File: src/rtl/req_pending_latch.sv
// Sticky pending/overflow latch feeding a 4-input priority encoder.
// Optional build macro REQ_SYNC_EN adds a 2-flop input synchronizer per request line.
module req_pending_latch #(
  parameter int N    = 4,
  parameter int IDXW = 2
) (
  input  logic            clk,
  input  logic            rst_n,
  input  logic [N-1:0]    req_i,
  input  logic [N-1:0]    mask_i,
  input  logic            ack_i,
  input  logic [IDXW-1:0] ack_idx_i,
  input  logic            ovf_clr_i,
  output logic [N-1:0]    pend_o,
  output logic            any_o,
  output logic [N-1:0]    ovf_o
);

  logic [N-1:0] req_s;
  logic [N-1:0] req_q;
  logic [N-1:0] rise_s;
  logic [N-1:0] set_s;
  logic [N-1:0] clr_s;
  logic [N-1:0] pend_d;
  logic [N-1:0] pend_q;
  logic [N-1:0] ovf_d;
  logic [N-1:0] ovf_q;

`ifdef REQ_SYNC_EN
  logic [N-1:0] sync1_q;
  logic [N-1:0] sync2_q;

  // Two-stage synchronizer for requests asynchronous to clk.
  always_ff @(posedge clk or negedge rst_n) begin
    if (!rst_n) begin
      sync1_q <= {N{1'b0}};
      sync2_q <= {N{1'b0}};
    end else begin
      sync1_q <= req_i;
      sync2_q <= sync1_q;
    end
  end

  assign req_s = sync2_q;
`else
  assign req_s = req_i;
`endif

  // Edge detect, ack decode and next-state for pending and overflow bits.
  always_comb begin
    rise_s = req_s & ~req_q;
    set_s  = rise_s & ~mask_i;
    clr_s  = {N{1'b0}};
    for (int k = 0; k < N; k++) begin
      // An out-of-range index matches no line, so the ack is dropped.
      if (ack_i && (int'(ack_idx_i) == k)) begin
        clr_s[k] = 1'b1;
      end else begin
        clr_s[k] = 1'b0;
      end
    end
    pend_d = (pend_q & ~clr_s) | set_s;
    ovf_d  = (ovf_clr_i ? {N{1'b0}} : ovf_q) | (set_s & pend_q & ~clr_s);
  end

  // History zero after reset: a line held high through reset counts as an edge.
  always_ff @(posedge clk or negedge rst_n) begin
    if (!rst_n) begin
      req_q  <= {N{1'b0}};
      pend_q <= {N{1'b0}};
      ovf_q  <= {N{1'b0}};
    end else begin
      req_q  <= req_s;
      pend_q <= pend_d;
      ovf_q  <= ovf_d;
    end
  end

  assign pend_o = pend_q;
  assign ovf_o  = ovf_q;
  assign any_o  = |pend_q;

endmodule
File: config.mk
export PLATFORM = sky130hd
export DESIGN_NAME = req_pending_latch
export DESIGN_NICKNAME = d
export VERILOG_FILES = /design/src/rtl/req_pending_latch.sv
export SDC_FILE = /design/constraint.sdc
export NUM_CORES = 1
export LEC_CHECK = 0
export BUFFER_PORTS_ARGS = -buffer_cell sky130_fd_sc_hd__buf_2
export CAP_MARGIN = 20
export CORE_MARGIN = 2
export CORE_UTILIZATION = 35
export CTS_BUF_LIST = sky130_fd_sc_hd__clkbuf_8
export CTS_CLUSTER_DIAMETER = 80
export DETAILED_ROUTE_END_ITERATION = 7
export GPL_TIMING_DRIVEN = 0
export HOLD_SLACK_MARGIN = 0.02
export PLACE_DENSITY = 0.61
export SLEW_MARGIN = 25
export SYNTH_ARGS = -nofsm -noshare
export SYNTH_HDL_FRONTEND = slang
export SYNTH_SLANG_ARGS = --single-unit
File: constraint.sdc
create_clock -name clk -period 1.85 [get_ports clk]
set_clock_uncertainty 0.15 [all_clocks]
set_input_delay 0 -clock clk [delete_from_list [all_inputs] [get_ports clk]]
set_output_delay 0 -clock clk [all_outputs]
set_load 0.01 [all_outputs]
==> qor.yml <==
grt_max_degree: 13
drive_above_1_share: 0.365
ctsHtreeMaxLevel: 1
yosysTopAreaCell: "dfrtp_1"
synth.top_cells.by_area: "dfrtp_1, a32o_1, nor3b_1"
grt_usage: 0.176
postCtsHoldBufs: 17
drc: 0
core_area_mm2: 0.00116
slew_headroom: 0.647
cp_max_fo: 2
synth_top_family_by_area: "compound AO/OA/AOI/OAI gates"
dp_cells: 68
setup_viol: 0
cts-root-buf: "clkbuf_8"
cap_violations: 0
initial_core_util: 0.393
viasPerCell: 4.73
critPathKind: "in -> reg"
final_cell_mix: "buf_2, dlygate4sd3_1, dfrtp_1"
grt_pass1_wl_mm: 1.74
critical_path_arrival_ps: 1760
hold_viol_final: 0
synth_top_area_frac: 0.661
final_cells: 88
yosysUniqueCellTypes: 11
peakVddDrop_mv: 0.587
place.gp.congestion: 0.590
met1_usage: 0.180
die_width_um: 40.0
worst_setup_path_end_kind: "flip-flop"
yosysSeqAreaShare: 0.661
insertion_delay_ps: 230
worstMarginPinSlew_ps: 528
use_met3: 0.100
drt_iter0_markers: 3
antenna_left: 0
fmax_mhz: 575
die_y_um: 40.0
synth_area_um2: 454
synth-simple-area-share: 0.152
tns_ps: 0
syn_inst: 32
clockBufferDepth: 2
synth_seq_cells: 12
antenna_found_initial: 0
start_kind: "input pin"
grt_busiest_layer: "met2"
grt_overflow: 0
cts_resized: 0
dr.pass1.iters: 2
drv_slew: 0
hold_class: "in -> reg"
die_area_mm2: 0.00160
wl_per_cell_um: 11.7
drt_wl_total_mm: 1.03
layout_commonest_cell: "buf_2"
outcome: "finished clean"
power.density_mw_per_mm2: 833
syn_avg_cell_area_um2: 14.2
min_period_ps: 1740
synth_nets: 46
synth_compound_area_frac: 0.163
antennaDiodeCount: 0
grt_pass1_vias: 443
vias: 416
synth-xor-area-share: 0
cts_sinks: 12
synthAdderAreaFrac: 0
timing.hold.ws_ps: 31.4
num_rows: 12
utilization: 0.686
rsz0062_at_grt: "false"
cts_setup_buffers: 0
cts_tree: "done"
numCtsBuffers: 3
reg2regPathDepth: 3
io-pin-count: 23
use_met2: 0.302
layout-area-overhead-vs-synth_pct: 74.7
num-nets-final: 90
synthMuxAreaShare: 0
timing.final.crit_share: 0.940
p_leak_nw: 0.388
required_ps: 1870
worstHoldPathCells: 3
path_clk_slew_ps: 50
port-buffer-count: 22
dp.final_hpwl_um: 673
yosysWarnings: 0
## synth_stat cells, drive strengths merged
cell type / number
a21o: 3
a32o: 3
dfrtp: 12
inv: 3
nand3: 1
nand3b: 2
nor3b: 4
o21ai: 1
o32ai: 1
or3b: 1
or4: 1
## worst max-delay path: stages
cell and delay, ps:
dlygate4sd3_1 530, buf_2 120, or3b_4 370, o32ai_2 190, dlygate4sd3_1 560
## worst paths after layout
kind | slack [ps] | to | startpoint
setup / recovery | 110 | ovf_o[0] | mask_i[0]
hold / removal | 30 | ovf_o[3] | ack_i
setup reg to reg | 140 | ovf_o[0] | req_q[0]
hold reg to reg | 340 | ovf_o[1] | ovf_o[1]
max in group asynchronous | 530 | pend_o[3] | rst_n
min in group asynchronous | 660 | ovf_o[2] | rst_n
## metal layers
layer,up-vias,part of all wire
met5,-,0
met4,0,0
met3,0,0.080
met2,20,0.47
met1,190,0.45
li1,206,-
## cell type report
class                           count  area (um^2)
Fill cell                          88          363
Sequential cell                    12          300
Timing Repair Buffer               39          280
Multi-Input combinational cell     17          143
Clock buffer                        3         41.3
Tap cell                           14         17.5
Inverter                            3         11.3
## registers in the layout (all words and copies together), names as in the netlist
signal / flops
ovf_o: 4
req_q: 4
pend_o: 4
## power by group
part           switching, mW  total [mW]  internal, mW
combinational         0.0502       0.130        0.0795
sequential            0.0170       0.305         0.288
clock                 0.0834       0.226         0.142
## metrics by stage
step | setup slack, ps | area [um^2] | power, mW
3_5_place_dp | 664 | 582 | 0.398
4_1_cts | 109 | 793 | 0.673
5_1_grt | 17.7 | 793 | 0.704
2_1_floorplan | 701 | 454 | 0.347
6_report | 110 | 793 | 0.661
3_3_place_gp | 638 | 582 | 0.395
## cells by family (layout without fill, tap and decap cells)
kind of cell,count (synthesis),in the layout
AOI/OAI and AO/OA,8,8
buffers and inverters,3,45
DFF,12,12
and+or+nand+nor,9,9
(Power assumes the default switching activity.)
